`src/rtl/rs_mul.sv`:
```
// -----------------------------------------------------------------------------
// rs_mul -- reservation station in front of the integer multiplier.
//
// Holds up to ENTRY_NUM multiply operations that wait for their source operands.
// Operands that are not ready at dispatch capture their value from the common
// data bus (CDB) when the producer tag is broadcast. Each cycle the
// lowest-indexed entry with both operands ready is offered to the multiplier.
//
// Optional feature (macro RS_MUL_DP_BYPASS_EN):
//   When defined, a dispatch whose operands are both ready (including a
//   same-cycle CDB capture) is issued straight to the multiplier in the
//   dispatch cycle without allocating an entry. This happens only when no
//   stored entry is ready and the multiplier accepts issue. Without the macro,
//   every accepted dispatch allocates an entry.
//
// Ports:
//   clk, rst_n            clock (rising edge), asynchronous active-low reset
//   i_dp_*                dispatch request, controls, operands, tags, ROB tag
//   o_dp_ready            at least one free entry (registered state only)
//   i_cdb_vld/tag/data    result broadcast used to wake waiting operands
//   i_kill                flush: drop every entry and any same-cycle dispatch
//   i_ex_accessable       multiplier can take an issue this cycle
//   o_is_vld, o_*         issue strobe and payload (payload zero when idle)
//   o_empty               no valid entries
// -----------------------------------------------------------------------------
module rs_mul #(
    parameter int ENTRY_NUM = 4,
    parameter int TAG_WIDTH = 6
) (
    input  logic                 clk,
    input  logic                 rst_n,
    // dispatch
    input  logic                 i_dp_vld,
    output logic                 o_dp_ready,
    input  logic                 i_dp_signed1,
    input  logic                 i_dp_signed2,
    input  logic                 i_dp_sel_high,
    input  logic [31:0]          i_dp_src1,
    input  logic [31:0]          i_dp_src2,
    input  logic                 i_dp_src1_rdy,
    input  logic                 i_dp_src2_rdy,
    input  logic [TAG_WIDTH-1:0] i_dp_src1_tag,
    input  logic [TAG_WIDTH-1:0] i_dp_src2_tag,
    input  logic [TAG_WIDTH-1:0] i_dp_rob_tag,
    // result broadcast
    input  logic                 i_cdb_vld,
    input  logic [TAG_WIDTH-1:0] i_cdb_tag,
    input  logic [31:0]          i_cdb_data,
    // control
    input  logic                 i_kill,
    input  logic                 i_ex_accessable,
    // issue
    output logic                 o_is_vld,
    output logic                 o_signed1,
    output logic                 o_signed2,
    output logic                 o_sel_high,
    output logic [31:0]          o_src1,
    output logic [31:0]          o_src2,
    output logic [TAG_WIDTH-1:0] o_is_rob_tag,
    output logic                 o_empty
);

    localparam int DATA_W = 32;
    localparam int IDX_W  = (ENTRY_NUM > 1) ? $clog2(ENTRY_NUM) : 1;

    // control state (reset)
    logic [ENTRY_NUM-1:0] valid_q, valid_d;
    logic [ENTRY_NUM-1:0] rdy1_q, rdy1_d;
    logic [ENTRY_NUM-1:0] rdy2_q, rdy2_d;

    // payload state (no reset: only meaningful while the entry is valid)
    logic [ENTRY_NUM-1:0] sgn1_q, sgn1_d;
    logic [ENTRY_NUM-1:0] sgn2_q, sgn2_d;
    logic [ENTRY_NUM-1:0] selh_q, selh_d;
    logic signed [DATA_W-1:0] val1_q [ENTRY_NUM];
    logic signed [DATA_W-1:0] val1_d [ENTRY_NUM];
    logic signed [DATA_W-1:0] val2_q [ENTRY_NUM];
    logic signed [DATA_W-1:0] val2_d [ENTRY_NUM];
    logic [TAG_WIDTH-1:0] tag1_q [ENTRY_NUM];
    logic [TAG_WIDTH-1:0] tag1_d [ENTRY_NUM];
    logic [TAG_WIDTH-1:0] tag2_q [ENTRY_NUM];
    logic [TAG_WIDTH-1:0] tag2_d [ENTRY_NUM];
    logic [TAG_WIDTH-1:0] rob_q  [ENTRY_NUM];
    logic [TAG_WIDTH-1:0] rob_d  [ENTRY_NUM];

    // selection
    logic [ENTRY_NUM-1:0] ready_vec;
    logic                 any_ready;
    logic                 any_free;
    logic [IDX_W-1:0]     is_idx;
    logic [IDX_W-1:0]     free_idx;

    // dispatch operands after same-cycle CDB capture
    logic                     dp_rdy1, dp_rdy2;
    logic signed [DATA_W-1:0] dp_val1, dp_val2;
    logic                     dp_accept;
    logic                     bypass;
    logic                     alloc;
    logic                     issue_rs;

    // -------------------------------------------------------------------------
    // Entry selection: lowest-indexed ready entry and lowest-indexed free entry.
    // Scanning from the top down lets the lowest index win the last assignment.
    // -------------------------------------------------------------------------
    always_comb begin
        ready_vec = valid_q & rdy1_q & rdy2_q;
        any_ready = |ready_vec;
        any_free  = ~&valid_q;
        is_idx    = '0;
        free_idx  = '0;
        for (int i = ENTRY_NUM - 1; i >= 0; i--) begin
            if (ready_vec[i]) is_idx   = i[IDX_W-1:0];
            if (!valid_q[i])  free_idx = i[IDX_W-1:0];
        end
    end

    // -------------------------------------------------------------------------
    // Dispatch handling. A dispatched operand can be satisfied by the CDB in the
    // very cycle it is dispatched, otherwise it would miss its only broadcast.
    // -------------------------------------------------------------------------
    always_comb begin
        dp_rdy1 = i_dp_src1_rdy | (i_cdb_vld & (i_dp_src1_tag == i_cdb_tag));
        dp_rdy2 = i_dp_src2_rdy | (i_cdb_vld & (i_dp_src2_tag == i_cdb_tag));
        dp_val1 = i_dp_src1_rdy ? i_dp_src1 : i_cdb_data;
        dp_val2 = i_dp_src2_rdy ? i_dp_src2 : i_cdb_data;
    end

    assign dp_accept = i_dp_vld & any_free & ~i_kill;
    assign issue_rs  = i_ex_accessable & ~i_kill & any_ready;

`ifdef RS_MUL_DP_BYPASS_EN
    // Stored ready entries keep priority; the bypass only fills an idle slot.
    assign bypass = dp_accept & dp_rdy1 & dp_rdy2 & ~any_ready & i_ex_accessable;
`else
    assign bypass = 1'b0;
`endif

    assign alloc = dp_accept & ~bypass;

    // -------------------------------------------------------------------------
    // Next-state: CDB wakeup, issue release, allocation, flush.
    // -------------------------------------------------------------------------
    always_comb begin
        valid_d = valid_q;
        rdy1_d  = rdy1_q;
        rdy2_d  = rdy2_q;
        sgn1_d  = sgn1_q;
        sgn2_d  = sgn2_q;
        selh_d  = selh_q;
        val1_d  = val1_q;
        val2_d  = val2_q;
        tag1_d  = tag1_q;
        tag2_d  = tag2_q;
        rob_d   = rob_q;

        // Both operands of one entry may wake on the same broadcast.
        for (int i = 0; i < ENTRY_NUM; i++) begin
            if (valid_q[i] && !rdy1_q[i] && i_cdb_vld && (tag1_q[i] == i_cdb_tag)) begin
                rdy1_d[i] = 1'b1;
                val1_d[i] = i_cdb_data;
            end
            if (valid_q[i] && !rdy2_q[i] && i_cdb_vld && (tag2_q[i] == i_cdb_tag)) begin
                rdy2_d[i] = 1'b1;
                val2_d[i] = i_cdb_data;
            end
        end

        if (issue_rs) begin
            valid_d[is_idx] = 1'b0;
        end

        // The free slot comes from registered state, so it never collides
        // with the entry being issued this cycle.
        if (alloc) begin
            valid_d[free_idx] = 1'b1;
            rdy1_d[free_idx]  = dp_rdy1;
            rdy2_d[free_idx]  = dp_rdy2;
            val1_d[free_idx]  = dp_val1;
            val2_d[free_idx]  = dp_val2;
            tag1_d[free_idx]  = i_dp_src1_tag;
            tag2_d[free_idx]  = i_dp_src2_tag;
            sgn1_d[free_idx]  = i_dp_signed1;
            sgn2_d[free_idx]  = i_dp_signed2;
            selh_d[free_idx]  = i_dp_sel_high;
            rob_d[free_idx]   = i_dp_rob_tag;
        end

        if (i_kill) begin
            valid_d = '0;
        end
    end

    // -------------------------------------------------------------------------
    // Registers
    // -------------------------------------------------------------------------
    always_ff @(posedge clk or negedge rst_n) begin
        if (!rst_n) begin
            valid_q <= '0;
            rdy1_q  <= '0;
            rdy2_q  <= '0;
        end else begin
            valid_q <= valid_d;
            rdy1_q  <= rdy1_d;
            rdy2_q  <= rdy2_d;
        end
    end

    always_ff @(posedge clk) begin
        sgn1_q <= sgn1_d;
        sgn2_q <= sgn2_d;
        selh_q <= selh_d;
        val1_q <= val1_d;
        val2_q <= val2_d;
        tag1_q <= tag1_d;
        tag2_q <= tag2_d;
        rob_q  <= rob_d;
    end

    // -------------------------------------------------------------------------
    // Outputs. Payload is forced to zero whenever nothing is issued.
    // -------------------------------------------------------------------------
    always_comb begin
        o_is_vld     = issue_rs | bypass;
        o_signed1    = 1'b0;
        o_signed2    = 1'b0;
        o_sel_high   = 1'b0;
        o_src1       = '0;
        o_src2       = '0;
        o_is_rob_tag = '0;
        if (issue_rs) begin
            o_signed1    = sgn1_q[is_idx];
            o_signed2    = sgn2_q[is_idx];
            o_sel_high   = selh_q[is_idx];
            o_src1       = val1_q[is_idx];
            o_src2       = val2_q[is_idx];
            o_is_rob_tag = rob_q[is_idx];
        end else if (bypass) begin
            o_signed1    = i_dp_signed1;
            o_signed2    = i_dp_signed2;
            o_sel_high   = i_dp_sel_high;
            o_src1       = dp_val1;
            o_src2       = dp_val2;
            o_is_rob_tag = i_dp_rob_tag;
        end
    end

    assign o_dp_ready = any_free;
    assign o_empty    = ~|valid_q;

endmodule

```
`config.mk`:
```
export PLATFORM = sky130hd
export DESIGN_NAME = rs_mul
export DESIGN_NICKNAME = d
export VERILOG_FILES = /design/src/rtl/rs_mul.sv
export SDC_FILE = /design/constraint.sdc
export NUM_CORES = 1
export LEC_CHECK = 0
export BUFFER_PORTS_ARGS = -buffer_cell sky130_fd_sc_hd__buf_2
export CAP_MARGIN = 20
export CORE_MARGIN = 4
export CORE_UTILIZATION = 40
export DETAILED_ROUTE_END_ITERATION = 10
export PLACE_DENSITY = 0.63
export SYNTH_ARGS = -nofsm -noshare
export SYNTH_HDL_FRONTEND = slang
export SYNTH_SLANG_ARGS = --single-unit
```
`constraint.sdc`:
```
create_clock -name clk -period 5.31 [get_ports clk]
set_clock_uncertainty 0.1 [all_clocks]
set_input_delay 1.062 -clock clk [delete_from_list [all_inputs] [get_ports clk]]
set_output_delay 1.062 -clock clk [all_outputs]
set_load 0.05 [all_outputs]
```
Word-level counts from Yosys, hierarchy flattened
Index checks and enable logic that the tools add are counted.
W data, S select, Z words.
- register bits after elaboration: 352
- equal/unequal tests: 10
- multiplexer cells: 72
- reduce and logical (&&, ||, !) cells: 40
- order comparisons: 7
- bitwise gates (word level): 16
- operators by type and width (cell ; number):
    $mux W32 ; 17
    $bwmux W128 ; 2
    $mux W128 ; 2
    $bmux W32 S2 ; 2
    $bwmux W24 ; 3
    $demux W32 S2 ; 1
    $eq A6 B6 Y1 ; 10
    $logic_and A1 B1 Y1 ; 27
    $mux W6 ; 4
    $bwmux W4 ; 5
    $mux W4 ; 5
    $mux W1 ; 16
    $mux W2 ; 8
    $and A4 B4 Y4 ; 3
    $bmux W6 S2 ; 1
    $demux W6 S2 ; 1
    $logic_not A1 Y1 ; 10
    $reduce_or A4 Y1 ; 2
    $and A1 B1 Y1 ; 6
    $bmux W1 S2 ; 3
    $ge A3 B3 Y1 const B ; 2
    $lt A2 B3 Y1 const B ; 2
    $not A2 Y3 ; 2
    $demux W1 S2 ; 2
    7 further kinds ; 9

Logic depth before layout (Yosys ltp)
Gate-level depths: netlist (run 1).
- depth in word-level cells: 16
- depth in mapped cells: 8
- depth with buffers taken out: 5

Worst setup path before layout (run 1)
Ideal clock, no wire load.
- path type: input port to output port
- from: input i_kill
- to: output o_is_rob_tag[5]
- setup slack: 47 ps
- arrival: 4101 ps
- path buffers: 2
- data required time: 4148 ps
- cell stages on the path: 4
- cell sequence: buf_2 a311o_1 clkbuf_1 a2111oi_0
- cells in the longest elaborated chain, start to end: 4
- RTL lines (element ; line ; RTL):
    from (decl) ; 50 ; input logic i_kill,
    $not A1 Y1 ; 129 ; assign issue_rs = i_ex_accessable & ~i_kill & any_ready;
    $and A1 B1 Y1 (2 in series) ; 129 ;
    $mux W6 ; 230 ; if (issue_rs) begin
    to (decl) ; 59 ; output logic [TAG_WIDTH-1:0] o_is_rob_tag,
Every way passes these cells.

Worst setup path after layout (run 1)
- from: register valid_q[2]
- to: output o_src2[31]
- cells in the longest elaborated chain, start to end: 10
- elaborated cells on any way between the ends: 12
- those cells by class: mux: 7; bitwise: 4; reduce/logical: 1
- RTL lines (element ; line ; RTL):
    from (decl) ; 67 ; logic [ENTRY_NUM-1:0] valid_q, valid_d;
    from (signal assigned) ; 202 ; valid_q <= valid_d;
    $and A4 B4 Y4 * (2 in series) ; 106 ; ready_vec = valid_q & rdy1_q & rdy2_q;
    $mux W2 (3 in series) ; 112 ; if (ready_vec[i]) is_idx = i[IDX_W-1:0];
    $not A2 Y3 (implied by the code) ; 235 ; o_src2 = val2_q[is_idx];
    $bmux W32 S2 ; 235 ;
    $mux W32 (implied by the code) (2 in series) ; 235 ;
    $mux W32 * ; 230 ;
    to (decl) ; 58 ; output logic [31:0] o_src2,
Every way passes the cells marked *; elsewhere a longest branch is shown, timed or not. The select of a mux whose other input is x is not followed.

==> results of run 1 <==
-- final cells by class --
class / count / area (um^2) / share of cell area
multi-input combinational: 1086 / 7970 / 0.411
tap: 532 / 666 / 0.0343
sequential: 352 / 7950 / 0.410
inverter: 37 / 141 / 0.00729
clock buffer: 57 / 1190 / 0.0613
clock inverter: 16 / 135 / 0.00697
antenna: 1 / 2.50 / 0.000129
timing repair buffer: 245 / 1350 / 0.0695
-- cells in the final DEF (no fill, tap or decap), types with 35 or more instances in the layout --
cell	instances
a2111oi_2	59
a221oi_1	64
buf_2	206
buf_4	37
clkbuf_16	44
dfxtp_1	256
edfxtp_1	84
inv_1	35
mux2i_1	64
nand2_1	138
nor2_1	286
o221a_2	162
o22ai_1	73
or2_2	64
xor2_1	41
-- through the flow --
stage               total power, W  instance area, um^2
floorplan                  0.00410                16700
global placement           0.00439                18100
detailed placement         0.00441                18100
CTS                        0.00722                19400
global route               0.00745                19400
finish                     0.00719                19400
-- kinds of logic (layout without fill, tap and decap cells) --
logic type	Yosys count	after routing	synth area share
other cells	0	1	0
mux	64	64	0.0383
flops	352	352	0.475
compound gates	430	430	0.265
simple gates	532	532	0.136
buf+inv	215	355	0.0537
xor+xnor	60	60	0.0319
-- critical path, delay by kind of cell (launching register included) --
kind | cells | cell delay, ps
AO/OA/AOI/OAI | 2 | 1820
AND/OR/NAND/NOR | 2 | 560
buffers and inverters | 1 | 430
flip-flops | 1 | 470
-- state kept, by name (all words and copies together), names as in the netlist --
| register | cells |
|---|---|
| rdy1_q | 4 |
| val2_q | 128 |
| valid_q | 4 |
| selh_q | 4 |
| val1_q | 128 |
| rdy2_q | 4 |
| tag1_q | 24 |
| tag2_q | 24 |
| sgn1_q | 4 |
| rob_q | 24 |
| sgn2_q | 4 |
-- routing by layer --
metal / share of wire / wire [um]
met3: 0.089 / 5230
met1: 0.42 / 24600
met4: 0.030 / 1750
met2: 0.46 / 27400
met5: 0.0021 / 126
-- cell usage after synthesis, drive strengths merged, types with 6 or more instances --
library cell and instances:
inv 35, a2111oi 73, dfrtp 12, nand2b 6
o22ai 73, xnor2 19, xor2 41, dfxtp 256
or2 65, edfxtp 84, o221a 192, nor4 6
buf 85, nor2 286, a221oi 64, nand2 138
mux2i 64, nand3 9, nand4 6, clkbuf 93
-- where the power goes --
group,internal [W],switching [W],leakage (nW)
Clock,0.00166,0.00115,0.651
Sequential,0.00313,0.000243,3.04
Combinational,0.000498,0.000511,3.81
Total,0.00529,0.00190,7.50
-- final timing paths --
kind	startpoint	end	slack, ps
worst max-delay path	valid_q[2]	o_src2[31]	330
worst min-delay path	rst_n	rdy1_q[2]	290
worst max register to register	valid_q[0]	val2_q[45]	2060
worst min register to register	val1_q[36]	val1_q[36]	420
max in group asynchronous	rst_n	rdy2_q[1]	4570
min in group clk	val1_q[36]	val1_q[36]	420
==> results.toml, run 1 <==
[synthesis]
synth_area_leaders = "dfxtp_1 31%, edfxtp_1 15%, o221a_2 11%, nor2_1 6.4%, a2111oi_2 5.3%"
synth-edff-count = 84
async_reset_ff_frac = 0.0341
syn_avg_cell_area_um2 = 10.1
ys_seq_area_frac = 0.475
synth_area_um2 = 16700
synthesis.nets = 1784
ys_ff_latch = 352
synth_top_area_share = 0.307
ys_types = 52
yosysTopAreaCell = "dfxtp_1"
syn_inst = 1653
synth_warnings = 0
synth_ff_type = "dfxtp_1"

[run]
maxCapViolations = 0

[worst_setup_path]
max_stage_delay_ps = 920
cp.required_ps = 4150
cp.arrival_ps = 3820
crit_type = "flop to output pin"
path_cells = "nand3_4 -> a31oi_4 -> nor2_1 -> a2111oi_0 -> buf_2"
r2r_cells = 6
crit_path_end_kind = "output pin"
slowest_stage = "a2111oi_0"
critical_path.max_fanout = 40
startpoint_type = "flop"

[sta]
timing.final.ws_setup_ps = 327
worst_slew_margin_rel = 0.215
hold_slack_ps = 295
hold_viol = 0
slew_violations = 0
worst_slew_pin_slew_ps = 1150
setup_viol_count_final = 0
rsz0062_at_grt = "no"
timing.final.crit_share = 0.938
fmax_mhz = 201
min_period_ps = 4980
finalSetupTns_ps = 0

[die]
dieArea_um2 = 45100
io_pins = 207
num_rows = 74
core-area_um2 = 41100
start_util = 0.407
dieWidth_um = 212
die_h_um = 212

[drt]
drt-vias-per-instance = 6.20
drc = 0
firstDrtPassIters = 6
wirelength_um = 59100
final_antenna_net_count = 0
drt-initial-drc-count = 1344
vias = 14400
wl_per_cell_um = 25.4

[clock_tree]
cts_made_buffers = 41
hold_buffers = 0
clock-sinks = 352
clkSlewWorstSetupHoldPaths_ps = 60
clockBufferDepth = 3
clock_latency_ps = 550
cts_max_level = 2
postCtsSetupBuffers = 0
cts_tree = "yes"
root_buffer = "clkbuf_16"
ctsResizeCount = 0

[grt]
grt_util_met1 = 0.337
antenna_found_initial = 10
busiest_layer = "met2"
gr-usage-met3 = 0.0608
grt_pass1_vias = 14400
grt_max_degree = 75
grt.met2_usage = 0.409
grt_overflow_total = 0
grt_pass1_wl_um = 88800
track_usage = 0.253

[pwr]
p_per_area_nw_per_um2 = 371
ir_drop_uv = 295
leakage_nw = 7.50

[finish]
fin_cells = 2326
drive_above_1_share = 0.339
nets = 1894
nFillCells = 3911
utilization = 0.472
area_growth_pct = 16.0

[placed_design]
hpwl_um = 37800
place_ws_ps = 895
place_congestion = 0.889
port_buffers = 206
dp.cells = 2252

[outcome]
status = "finished clean"

[min_path]
hold_path_class = "input pin to asynchronous set/reset pin"
Note: power is estimated with default switching activity, not from simulation.
==> run 2, diff against run 1 <==
--- a/config.mk
+++ b/config.mk
@@ -11,6 +11,7 @@
 export CORE_UTILIZATION = 40
 export DETAILED_ROUTE_END_ITERATION = 10
 export PLACE_DENSITY = 0.63
+export SETUP_SLACK_MARGIN = 0.5
 export SYNTH_ARGS = -nofsm -noshare
 export SYNTH_HDL_FRONTEND = slang
 export SYNTH_SLANG_ARGS = --single-unit
==> results.toml, run 2 (same netlist as run 1, synthesis figures left out) <==
[pwr]
leakage_nw = 7.49
ir_drop_uv = 261
p_per_area_nw_per_um2 = 367
power.total_w = 0.00713
power.share.sequential = 0.473
switching_share = 0.267
intPower_w = 0.00523
p_sw_w = 0.00190
clock_power_share = 0.385
pwr-share-comb = 0.142

[drt]
wl_per_cell_um = 25.8
vias = 14600
drc = 0
wirelength_um = 59800
firstDrtPassIters = 5
final_antenna_net_count = 0
drt-vias-per-instance = 6.28
drt-initial-drc-count = 1661

[worst_setup_path]
crit_path_end_kind = "output pin"
startpoint_type = "flop"
path_cells = "nand3_1 -> and2_4 -> a311o_2 -> buf_4 -> a2111oi_0 -> buf_2"
path_delay_family = "compound AO/OA/AOI/OAI gates"
critical_path.max_fanout = 38
crit_buf_inv = 2
max_stage_delay_ps = 630
crit_type = "flop to output pin"
cp.required_ps = 4150
cp.arrival_ps = 3580
slowest_stage = "a2111oi_0"

[finish]
nets = 1893
drive_above_1_share = 0.342
utilization = 0.473
mostFrequentLayoutCells = "286 x nor2_1, 256 x dfxtp_1, 206 x buf_2"
finalInstanceArea_um2 = 19400
top_regs = "val1_q: 128 flops, val2_q: 128 flops"
area_growth_pct = 16.2
final_common_cell = "nor2_1"

[outcome]
status = "finished clean"

[grt]
grt_pass1_vias = 14300
grt_max_degree = 75
grt_overflow_total = 0
track_usage = 0.255
grt_pass1_wl_um = 88900
antenna_found_initial = 5

[placed_design]
place_congestion = 0.828
port_buffers = 206
hpwl_um = 35800
place_area_um2 = 18000
place_ws_ps = 794

[sta]
worst_slew_pin_slew_ps = 1140
finalSetupTns_ps = 0
slew_violations = 0
min_period_ps = 4740
timing.final.crit_share = 0.893
hold_viol = 0
setup_viol_count_final = 0
fmax_mhz = 211
timing.final.ws_setup_ps = 568
worst_slew_margin_rel = 0.239
rsz0062_at_grt = "yes"

[die]
die_h_um = 212
dieWidth_um = 212
core-area_um2 = 41100
dieArea_um2 = 45100
start_util = 0.407
num_rows = 74
io_pins = 207

[min_path]
hold_path_class = "input pin to asynchronous set/reset pin"

[clock_tree]
hold_buffers = 0
clock_latency_ps = 560
cts_max_level = 2
cts_tree = "yes"
root_buffer = "clkbuf_16"
clock-sinks = 352
clockBufferDepth = 3
clkSlewWorstSetupHoldPaths_ps = 60
cts_made_buffers = 41

[run]
maxCapViolations = 0
run 2: what timing repair did:
item                       4_1_cts  5_1_grt
setup endpoints to repair       37        2
cloned                           4        0
setup buffers                    3        1
gates resized for setup          1        1
pin swaps                        2        1
run 2: metrics by stage:
stage,instances,hold WS (ps)
2_1_floorplan,1653,391
3_3_place_gp,2241,404
3_5_place_dp,2242,409
4_1_cts,2320,252
5_1_grt,2322,274
6_report,2323,274
run 2: power groups by stage:
stage	Combinational, W	Sequential (W)	Clock (W)
after floorplan	0.000767	0.00333	0
after global placement	0.000969	0.00340	0
after detailed placement	0.000999	0.00340	0
after CTS	0.00101	0.00336	0.00278
after global routing	0.00108	0.00340	0.00289
final	0.00101	0.00337	0.00274
run 2: final cells by class:
class / instances / area (um^2)
antenna: 1 / 2.50
clock buffer: 60 / 1190
clock inverter: 11 / 87.6
fill: 3856 / 21700
inverter: 37 / 141
multi-input combinational: 1090 / 8060
sequential: 352 / 7950
tap: 532 / 666
timing repair buffer: 240 / 1340
run 2: path summary, 6_finish.rpt:
kind	start	endpoint	slack, ps	cells past startpoint
max	valid_q[0]	o_src1[7]	570	6
min	rst_n	rdy1_q[2]	270	1
max reg2reg	valid_q[0]	val2_q[117]	2370	4
min reg2reg	val1_q[37]	val1_q[37]	420	1
max in group asynchronous	rst_n	valid_q[0]	4610	1
min in group clk	val1_q[37]	val1_q[37]	420	1
run 2: routing by layer:
layer  part of all wire  GRT usage
met1               0.44      0.350
met4              0.024     0.0813
met5             0.0010          0
met3              0.076     0.0514
met2               0.46      0.407
